**config.mk**
```make
export PLATFORM = sky130hd
export DESIGN_NAME = mux_display_decoder_flat
export DESIGN_NICKNAME = d
export VERILOG_FILES = /design/src/rtl/mux_display_decoder_if.sv /design/src/rtl/mux_display_decoder.sv /design/src/flat_wrapper.sv
export SDC_FILE = /design/constraint.sdc
export NUM_CORES = 1
export LEC_CHECK = 0
export BUFFER_PORTS_ARGS = -buffer_cell sky130_fd_sc_hd__buf_2
export CAP_MARGIN = 20
export CORE_AREA = 5 5 101 103
export DETAILED_ROUTE_END_ITERATION = 8
export DIE_AREA = 0 0 106 108
export PLACE_DENSITY = 0.81
export SLEW_MARGIN = 20
export SYNTH_ARGS = -nofsm -noshare
export SYNTH_HDL_FRONTEND = slang
export SYNTH_SLANG_ARGS = --single-unit
```
**constraint.sdc**
```tcl
create_clock -name clk -period 3.8 [get_ports clk]
set_input_delay 0.38 -clock clk [delete_from_list [all_inputs] [get_ports clk]]
set_output_delay 0.38 -clock clk [all_outputs]
set_load 0.03 [all_outputs]
```
**src/rtl/mux_display_decoder_if.sv**
```systemverilog
// ---------------------------------------------------------------------------
// mux_display_decoder_if
// Raw multiplexed 7-segment display bus as seen at the decoder's pins.
//   seg_in  [6:0] segment lines, bit0 = a .. bit6 = g
//   dp_in         decimal-point line
//   sel_in  [3:0] one-hot digit selector (1 = min units .. 8 = hrs tens)
//   neg_seg       1 = seg_in/dp_in are active-low
//   neg_sel       1 = sel_in is active-low
// master drives the bus (display side / bench), slave receives it (decoder).
// ---------------------------------------------------------------------------
interface mux_display_decoder_if;
    logic [6:0] seg_in;
    logic       dp_in;
    logic [3:0] sel_in;
    logic       neg_seg;
    logic       neg_sel;

    modport master (
        output seg_in,
        output dp_in,
        output sel_in,
        output neg_seg,
        output neg_sel
    );

    modport slave (
        input seg_in,
        input dp_in,
        input sel_in,
        input neg_seg,
        input neg_sel
    );
endinterface

```
**src/rtl/mux_display_decoder.sv**
```systemverilog
// ---------------------------------------------------------------------------
// mux_display_decoder
// Receiving end of a multiplexed 7-segment HH:MM clock display. Samples the
// display bus, decodes each digit slot back to BCD, reassembles the time plus
// the four dot LEDs and publishes it only after STABLE_FRAMES identical,
// error-free scan frames.
// Ports:
//   clk, reset       system clock, synchronous active-high reset
//   disp             display bus (slave modport)
//   min_u/min_d      decoded minute units / tens
//   hrs_u/hrs_d      decoded hour units / tens
//   dots             {dp@sel1, dp@sel2, dp@sel4, dp@sel8}
//   time_valid       outputs hold a confirmed time
//   frame_stb        one-cycle pulse whenever the outputs are loaded
//   decode_err       last completed frame was bad (sticky until next load)
//   scan_lost        no legal selector transition for SCAN_TIMEOUT cycles
// Pipeline: input register -> transition detect / slot commit -> frame
// evaluation and output register.
// ---------------------------------------------------------------------------
module mux_display_decoder #(
    parameter int SCAN_TIMEOUT  = 256,
    parameter int STABLE_FRAMES = 2
) (
    input  logic                        clk,
    input  logic                        reset,
    mux_display_decoder_if.slave        disp,
    output logic [3:0]                  min_u,
    output logic [3:0]                  min_d,
    output logic [3:0]                  hrs_u,
    output logic [3:0]                  hrs_d,
    output logic [3:0]                  dots,
    output logic                        time_valid,
    output logic                        frame_stb,
    output logic                        decode_err,
    output logic                        scan_lost
);

    localparam int            TW       = $clog2(SCAN_TIMEOUT + 1);
    localparam logic [TW-1:0] TMO_MAX  = TW'(SCAN_TIMEOUT);
    localparam logic [TW-1:0] TMO_LAST = TW'(SCAN_TIMEOUT - 1);
    localparam logic [3:0]    STABLE_N = 4'(STABLE_FRAMES);

    // Returns {valid, digit}; unknown patterns decode as invalid zero.
    function automatic logic [4:0] seg_decode(input logic [6:0] seg);
        logic [4:0] r;
        case (seg)
            7'h3F:   r = 5'h10;
            7'h06:   r = 5'h11;
            7'h5B:   r = 5'h12;
            7'h4F:   r = 5'h13;
            7'h66:   r = 5'h14;
            7'h6D:   r = 5'h15;
            7'h7C:   r = 5'h16;
            7'h07:   r = 5'h17;
            7'h7F:   r = 5'h18;
            7'h67:   r = 5'h19;
            default: r = 5'h00;
        endcase
        return r;
    endfunction

    function automatic logic is_onehot(input logic [3:0] v);
        return (v != 4'h0) && ((v & (v - 4'h1)) == 4'h0);
    endfunction

    // Stage 1
    logic [6:0]    seg_s1_r;
    logic          dp_s1_r;
    logic [3:0]    sel_s1_r;

    // Scan tracking
    logic [3:0]    prev_sel_r;
    logic [4:0]    hold_r;
    logic          hold_dp_r;
    logic [4:0]    slot_r [4];
    logic [3:0]    slot_dp_r;
    logic [3:0]    mask_r;
    logic          frame_end_r;
    logic [TW-1:0] tmo_cnt_r;

    // Candidate / stability
    logic [19:0]   cand_r;
    logic [3:0]    match_r;

    logic          sel_ok_s;
    logic          prev_ok_s;
    logic          trans_s;
    logic          legal_s;
    logic [3:0]    mask_commit_s;
    logic          frame_end_s;
    logic          tmo_hit_s;
    logic [1:0]    commit_idx_s;

    logic [15:0]   frame_word_s;
    logic [3:0]    frame_dots_s;
    logic [7:0]    hrs_val_s;
    logic          good_s;
    logic          same_s;
    logic [3:0]    match_nxt_s;

    // Input register with polarity normalisation
    always_ff @(posedge clk) begin
        if (reset) begin
            seg_s1_r <= 7'h00;
            dp_s1_r  <= 1'b0;
            sel_s1_r <= 4'h0;
        end else begin
            seg_s1_r <= disp.seg_in ^ {7{disp.neg_seg}};
            dp_s1_r  <= disp.dp_in ^ disp.neg_seg;
            sel_s1_r <= disp.sel_in ^ {4{disp.neg_sel}};
        end
    end

    // Classify the current selector against the previous slot
    always_comb begin
        sel_ok_s      = is_onehot(sel_s1_r);
        prev_ok_s     = is_onehot(prev_sel_r);
        trans_s       = sel_ok_s && prev_ok_s && (sel_s1_r != prev_sel_r);
        legal_s       = trans_s && (sel_s1_r == {prev_sel_r[2:0], prev_sel_r[3]});
        mask_commit_s = mask_r | prev_sel_r;
        // Only the wrap 8->1 can close a frame, and only after all slots committed.
        frame_end_s   = legal_s && (prev_sel_r == 4'b1000) && (mask_commit_s == 4'b1111);
        // A legal transition restarts the counter, so it masks a coinciding timeout.
        tmo_hit_s     = !legal_s && (tmo_cnt_r == TMO_LAST);
        case (prev_sel_r)
            4'b0001: commit_idx_s = 2'd0;
            4'b0010: commit_idx_s = 2'd1;
            4'b0100: commit_idx_s = 2'd2;
            4'b1000: commit_idx_s = 2'd3;
            default: commit_idx_s = 2'd0;
        endcase
    end

    // Slot hold/commit, visited mask and scan timeout counter
    always_ff @(posedge clk) begin
        if (reset) begin
            prev_sel_r  <= 4'h0;
            hold_r      <= 5'h00;
            hold_dp_r   <= 1'b0;
            for (int i = 0; i < 4; i++) begin
                slot_r[i] <= 5'h00;
            end
            slot_dp_r   <= 4'h0;
            mask_r      <= 4'h0;
            frame_end_r <= 1'b0;
            tmo_cnt_r   <= '0;
        end else begin
            frame_end_r <= frame_end_s;
            // Hold tracks every one-hot cycle so the last dwell cycle is what commits.
            if (sel_ok_s) begin
                hold_r     <= seg_decode(seg_s1_r);
                hold_dp_r  <= dp_s1_r;
                prev_sel_r <= sel_s1_r;
            end
            if (trans_s) begin
                slot_r[commit_idx_s]    <= hold_r;
                slot_dp_r[commit_idx_s] <= hold_dp_r;
            end
            if (tmo_hit_s || (trans_s && !legal_s) || frame_end_s) begin
                mask_r <= 4'h0;
            end else if (trans_s) begin
                mask_r <= mask_commit_s;
            end
            if (legal_s) begin
                tmo_cnt_r <= '0;
            end else if (tmo_cnt_r != TMO_MAX) begin
                tmo_cnt_r <= tmo_cnt_r + 1'b1;
            end
        end
    end

    // Evaluate the committed frame and its relation to the candidate
    always_comb begin
        frame_word_s = {slot_r[3][3:0], slot_r[2][3:0], slot_r[1][3:0], slot_r[0][3:0]};
        frame_dots_s = {slot_dp_r[0], slot_dp_r[1], slot_dp_r[2], slot_dp_r[3]};
        hrs_val_s    = {1'b0, slot_r[3][3:0], 3'b000} + {3'b000, slot_r[3][3:0], 1'b0}
                     + {4'b0000, slot_r[2][3:0]};
        good_s       = slot_r[0][4] && slot_r[1][4] && slot_r[2][4] && slot_r[3][4]
                     && (slot_r[1][3:0] <= 4'd5) && (slot_r[3][3:0] <= 4'd2)
                     && (hrs_val_s <= 8'd23);
        same_s       = ({frame_word_s, frame_dots_s} == cand_r);
        if (!same_s) begin
            match_nxt_s = 4'd1;
        end else if (match_r == 4'hF) begin
            match_nxt_s = match_r;
        end else begin
            match_nxt_s = match_r + 4'd1;
        end
    end

    // Candidate, match count and registered outputs
    always_ff @(posedge clk) begin
        if (reset) begin
            cand_r     <= 20'h00000;
            match_r    <= 4'h0;
            min_u      <= 4'h0;
            min_d      <= 4'h0;
            hrs_u      <= 4'h0;
            hrs_d      <= 4'h0;
            dots       <= 4'h0;
            time_valid <= 1'b0;
            frame_stb  <= 1'b0;
            decode_err <= 1'b0;
            scan_lost  <= 1'b0;
        end else begin
            frame_stb <= 1'b0;
            if (frame_end_r) begin
                if (good_s) begin
                    match_r <= match_nxt_s;
                    if (!same_s) begin
                        cand_r <= {frame_word_s, frame_dots_s};
                    end
                    if (match_nxt_s >= STABLE_N) begin
                        min_u      <= frame_word_s[3:0];
                        min_d      <= frame_word_s[7:4];
                        hrs_u      <= frame_word_s[11:8];
                        hrs_d      <= frame_word_s[15:12];
                        dots       <= frame_dots_s;
                        time_valid <= 1'b1;
                        frame_stb  <= 1'b1;
                        decode_err <= 1'b0;
                        scan_lost  <= 1'b0;
                    end
                end else begin
                    decode_err <= 1'b1;
                    match_r    <= 4'h0;
                end
            end else if (tmo_hit_s) begin
                scan_lost  <= 1'b1;
                time_valid <= 1'b0;
                match_r    <= 4'h0;
            end
        end
    end

endmodule

```
**src/flat_wrapper.sv**
```systemverilog
// flat-port wrapper written by rule: the top's interface ports become plain ports
module mux_display_decoder_flat 
#(
    parameter int SCAN_TIMEOUT  = 256,
    parameter int STABLE_FRAMES = 2
)
  (clk, reset, min_u, min_d, hrs_u, hrs_d, dots, time_valid, frame_stb, decode_err, scan_lost, disp_seg_in, disp_dp_in, disp_sel_in, disp_neg_seg, disp_neg_sel);
  mux_display_decoder_if disp_i ();
  input  logic clk;
  input  logic reset;
  output logic [3:0] min_u;
  output logic [3:0] min_d;
  output logic [3:0] hrs_u;
  output logic [3:0] hrs_d;
  output logic [3:0] dots;
  output logic time_valid;
  output logic frame_stb;
  output logic decode_err;
  output logic scan_lost;
  input wire logic [$bits(disp_i.seg_in)-1:0] disp_seg_in;
  input wire logic [$bits(disp_i.dp_in)-1:0] disp_dp_in;
  input wire logic [$bits(disp_i.sel_in)-1:0] disp_sel_in;
  input wire logic [$bits(disp_i.neg_seg)-1:0] disp_neg_seg;
  input wire logic [$bits(disp_i.neg_sel)-1:0] disp_neg_sel;
  assign disp_i.seg_in = disp_seg_in;
  assign disp_i.dp_in = disp_dp_in;
  assign disp_i.sel_in = disp_sel_in;
  assign disp_i.neg_seg = disp_neg_seg;
  assign disp_i.neg_sel = disp_neg_sel;
  mux_display_decoder #(.SCAN_TIMEOUT(SCAN_TIMEOUT), .STABLE_FRAMES(STABLE_FRAMES)) u_core (.clk(clk), .reset(reset), .disp(disp_i), .min_u(min_u), .min_d(min_d), .hrs_u(hrs_u), .hrs_d(hrs_d), .dots(dots), .time_valid(time_valid), .frame_stb(frame_stb), .decode_err(decode_err), .scan_lost(scan_lost));
endmodule
```
; Word level (Yosys, flattened, before mapping)
; Memories as Yosys holds them, arrays and structs flattened.
; Index checks and enable logic that the tools add are counted.
[classes]
eq_ne = 23
n_lt_le_gt_ge = 6
bitwise_logic = 9
muxes = 28
reduce_logical = 32
n_addsub = 6
[ops]
columns = cell, n
row1 = case mux 5 bit (10 select lines), 1
row2 = "equality test 7 bit, second input constant", 7
row3 = equality test 20 bit, 1
row4 = two-way mux 4 bit, 5
row5 = two-way mux 1 bit, 17
row6 = logical AND 1 bit, 16
row7 = "equality test 7 x 3 -> 1 bit, second input constant", 2
row8 = "equality test 4 bit, second input constant", 3
row9 = "adder 9 x 1 -> 9 bit, second input constant", 1
row10 = "equality test 9 x 8 -> 1 bit, second input constant", 1
row11 = "inequality test 9 bit, second input constant", 1
row12 = AND reduction 3 bit, 3
row13 = adder 7 x 5 -> 8 bit, 1
row14 = adder 8 x 4 -> 8 bit, 1
row15 = AND 4 bit, 2
row16 = "less-or-equal comparator 8 x 5 -> 1 bit, second input constant", 1
row17 = zero test 4 bit, 2
row18 = nonzero test 4 bit, 2
row19 = "subtractor 4 x 1 -> 4 bit, second input constant", 2
row20 = "equality test 7 x 6 -> 1 bit, second input constant", 1
row21 = bitwise XOR 7 bit, 1
row22 = "inequality test 2 bit, second input constant", 3
row23 = case mux 2 bit (3 select lines), 1
row24 = two-way mux 5 bit, 1
row25 = 24 further kinds, 28
[word_totals]
n_memories = 1
mem_bits_rw = 20
ff_bits = 88
in_bits = 16
word_cells = 126
[memory_table]
columns = name, words, word_bits, rd, rd_clocked_by_memory_dff, wr, line
row1 = u_core.slot_r, 4, 5, 4, 0, 4, mux_display_decoder.sv:75  ; logic [4:0] slot_r [4];

; Longest topological paths before layout
[logic_depth]
depth_word = 12
ltp_mapped = 11
depth_no_buf = 9

; Worst setup path before layout
; No wires, ideal clock.
[synth_timing]
path_kind = register to register
start = memory u_core.slot_r[3][0]
end = register u_core.dots[3]
path_buffers = 1
path_stages_with_launch = 10
t_arrival_ns = 2.893
setup_slack_ns = 0.780
setup_time_ns = 0.128
cell_sequence = edfxtp_1 > fa_1 > fa_1 > xor2_1 > a32o_1 > nor4b_4 > nor4b_4 > buf_6 > mux2i_1 > nor2_1
[synth_lines]
columns = item, line
row1 = start: declaration, mux_display_decoder.sv:75
row2 = end signal: assignment, mux_display_decoder.sv:218  ; dots <= frame_dots_s;
row3 = end: declaration, mux_display_decoder.sv:31  ; output logic [3:0] dots,

==> flow_summary_export.csv <==
group,metric,value,unit
run_status,outcome,"finished, final reports clean",
clock_network,clk_root_buffer_cell,"clkbuf_8",
yosys,synth_top_area_cell,"dfxtp_1",
place,placed_cell_area,5180,µm²
floorplanning,ioPinCount,40,
global_routing,grt_overflow,0,
clock_network,cts_tree,"built",
yosys,synth_warnings,0,
floorplanning,die_h,108,µm
yosys,yosys_most_used_dff,"dfxtp_1",
clock_network,cts_buffers,9,
global_routing,grt_pass1_wl,16100,µm
layout,areaGrowthSynthToFinish,7.92,%
yosys,ys_top_cells_by_area,"dfxtp_1 (35%), edfxtp_1 (12%), mux2i_1 (7.7%), nor2_1 (5.8%), xnor2_1 (4.4%)",
yosys,synth.yosys.seq_area_share,47.2,%
yosys,ys_types,54,
floorplanning,core.rowCount,35,
drt,drt-initial-drc-count,113,
critical_path,crit_fanout,15,
yosys,async_flop_share,0,%
layout,drive_gt1_share,12.8,%
timing,setup_viol,0,
timing,slew_violations,0,
timing,maxSlewHeadroom,52.1,%
yosys,synth_common_cells,"dfxtp_1 (87), nor2_1 (77), mux2i_1 (38), xnor2_1 (25), xor2_1 (25)",
clock_network,clkSinkCount,107,
critical_path,critPathKind,"reg2reg",
critical_path,cp-end-kind,"register",
place,port_buffers,39,
power,ir_worst_vdd,0.000190,V
yosys,postSynthAreaPerCell,9.84,µm²
clock_network,cts_resized,0,
clock_network,path_clk_slew,0.09,ns
power,p_leak,2.32,nW
floorplanning,core-area,9110,µm²
place,dp_hpwl,6740,µm
floorplanning,die_w,106,µm
yosys,synth_area,4960,µm²
clock_network,cts.htree.levels,3,
timing,setup_tns,0,ns
layout,final_util,58.8,%
drt,via_per_inst,5.50,
yosys,synth_edf_count,20,
timing,skew,0.0113,ns
critical_path,reg2reg_depth,9,
yosys,synth_nets,533,
drt,drc_errors,0,
timing,grt_setup_unrepaired,"no",
yosys,postSynthRegisterBits,107,
place,gp_congestion,0.831,
yosys,synth_top_area_share,35.1,%
critical_path,worst_ep_required_time,4.04,ns
clock_network,post_cts_buffers,0,
critical_path,arrival,3.54,ns
clock_network,clk-insertion-delay-late,0.36,ns
global_routing,grt_pass1_vias,3491,
clock_network,cts_max_path_buffers,2,
global_routing,antenna_found_initial,0,
yosys,yosysMostFrequentCell,"dfxtp_1",
layout,final_area,5350,µm²
hold_path,min_path_type,"in2reg",
place,pre_cts_slack,0.498,ns
hold_path,hold_path_depth,3,
global_routing,track_usage,17.1,%
timing,tightest_slew,0.718,ns
timing,fin_crit_sh,87.0,%
drt,drtPass1Iterations,4,
timing,max_freq,302,MHz
power,p_total,2.06,mW
layout,nets,557,
timing,hold_viol,0,
layout,antennaDiodeCount,0,
drt,ant_nets,0,
clock_network,cts_hold_buf,0,
timing,finalCriticalPeriod,3.31,ns
drt,vias,3541,
floorplanning,start_util,54.4,%
yosys,netlist_instances,504,
critical_path,startpoint_type,"register",
power,power_density,385,nW/µm²
drt,wl_per_cell,14.1,µm
floorplanning,dieArea,11400,µm²
job,maxCapViolations,0,
drt,wl,9080,µm
timing,setup_ws,0.493,ns
global_routing,grt_max_degree,48,
sequential cells by signal, indices dropped and copies added (netlist names):
register            cells
u_core.decode_err       1
u_core.frame_stb        1
u_core.slot_r          20
u_core.sel_s1_r         4
u_core.seg_s1_r         7
u_core.hold_dp_r        1
u_core.tmo_cnt_r        9
u_core.min_u            4
u_core.hrs_u            4
u_core.frame_end_r      1
u_core.dots             4
u_core.scan_lost        1
u_core.time_valid       1
u_core.min_d            4
u_core.hold_r           5
u_core.hrs_d            4
u_core.cand_r          20
u_core.match_r          4
u_core.mask_r           3
u_core.slot_dp_r        4
u_core.prev_sel_r       4
u_core.dp_s1_r          1
worst max-delay path, stage by stage (launching register included):
cell and delay [ns]:
edfxtp_1 0.51, fa_1 0.55, fa_1 0.49, xor2_1 0.19, a32o_1 0.24, nor4b_4 0.29
nor4b_4 0.28, buf_4 0.34, mux2i_1 0.25, nor2_1 0.05
cells in the final DEF, fill, tap and decap left out, types with 3 or more instances in the layout:
cell / count
a211oi_1: 3
nor3b_1: 6
ha_1: 11
nand2b_1: 9
nor4_1: 6
nand3_1: 6
buf_2: 39
nor2b_1: 3
clkbuf_8: 9
xnor2_1: 25
dfxtp_1: 87
and2_1: 16
o21ai_0: 10
mux2i_1: 38
nor3_1: 14
a21oi_1: 19
nand4_1: 6
o31ai_1: 4
nor2_1: 77
nand2_1: 22
edfxtp_1: 20
a31oi_1: 5
xor2_1: 25
and3_1: 18
buf_4: 6
inv_1: 6
report_power, final:
group	internal, mW	leakage (nW)	switching [mW]	total (mW)
logic	0.0826	1.32	0.110	0.193
registers	1.19	0.913	0.0505	1.24
clock network	0.245	0.0868	0.379	0.624
total	1.52	2.32	0.540	2.06
cell type report:
class,count,area (µm²)
Tap cell,111,139
Multi-Input combinational cell,359,2430
Timing Repair Buffer,45,240
Clock inverter,6,46.3
Fill cell,770,3760
Clock buffer,10,128
Inverter,6,22.5
Sequential cell,107,2340
stage by stage:
step	hold WS, ns	std cells
global route	0.244	644
floorplan	0.422	504
global placement	0.440	628
CTS	0.238	644
finish	0.254	644
detailed placement	0.451	628
path summary, 6_finish.rpt:
path	startpoint	end	slack, ns
worst min register to register	u_core.dp_s1_r	u_core.hold_dp_r	0.47
worst max-delay path	u_core.slot_r[3][0]	u_core.dots[0]	0.49
worst max register to register	u_core.slot_r[3][0]	u_core.dots[0]	0.49
worst min-delay path	disp_seg_in[3]	u_core.seg_s1_r[3]	0.25
kinds of logic (layout without fill, tap and decap cells):
group | count (synthesis) | in the layout | synth area share, %
AND/OR/NAND/NOR | 198 | 198 | 21.1
flip-flops | 107 | 107 | 47.2
AO/OA/AOI/OAI | 58 | 58 | 7.39
XOR/XNOR | 50 | 50 | 8.83
multiplexers | 39 | 39 | 7.90
buffers and inverters | 38 | 67 | 3.68
adder cells (fa/ha/maj) | 14 | 14 | 3.81
metal layers:
| layer | vias to the layer above | track usage (%) | part of all wire [%] |
|---|---|---|---|
| li1 | 1791 | - | - |
| met1 | 1676 | 19.8 | 43 |
| met2 | 68 | 31.2 | 52 |
| met3 | 6 | 4.72 | 4.5 |
| met4 | 0 | 4.81 | 1.0 |
| met5 | - | 0 | 0 |
Power figures use the tool's default switching activity.
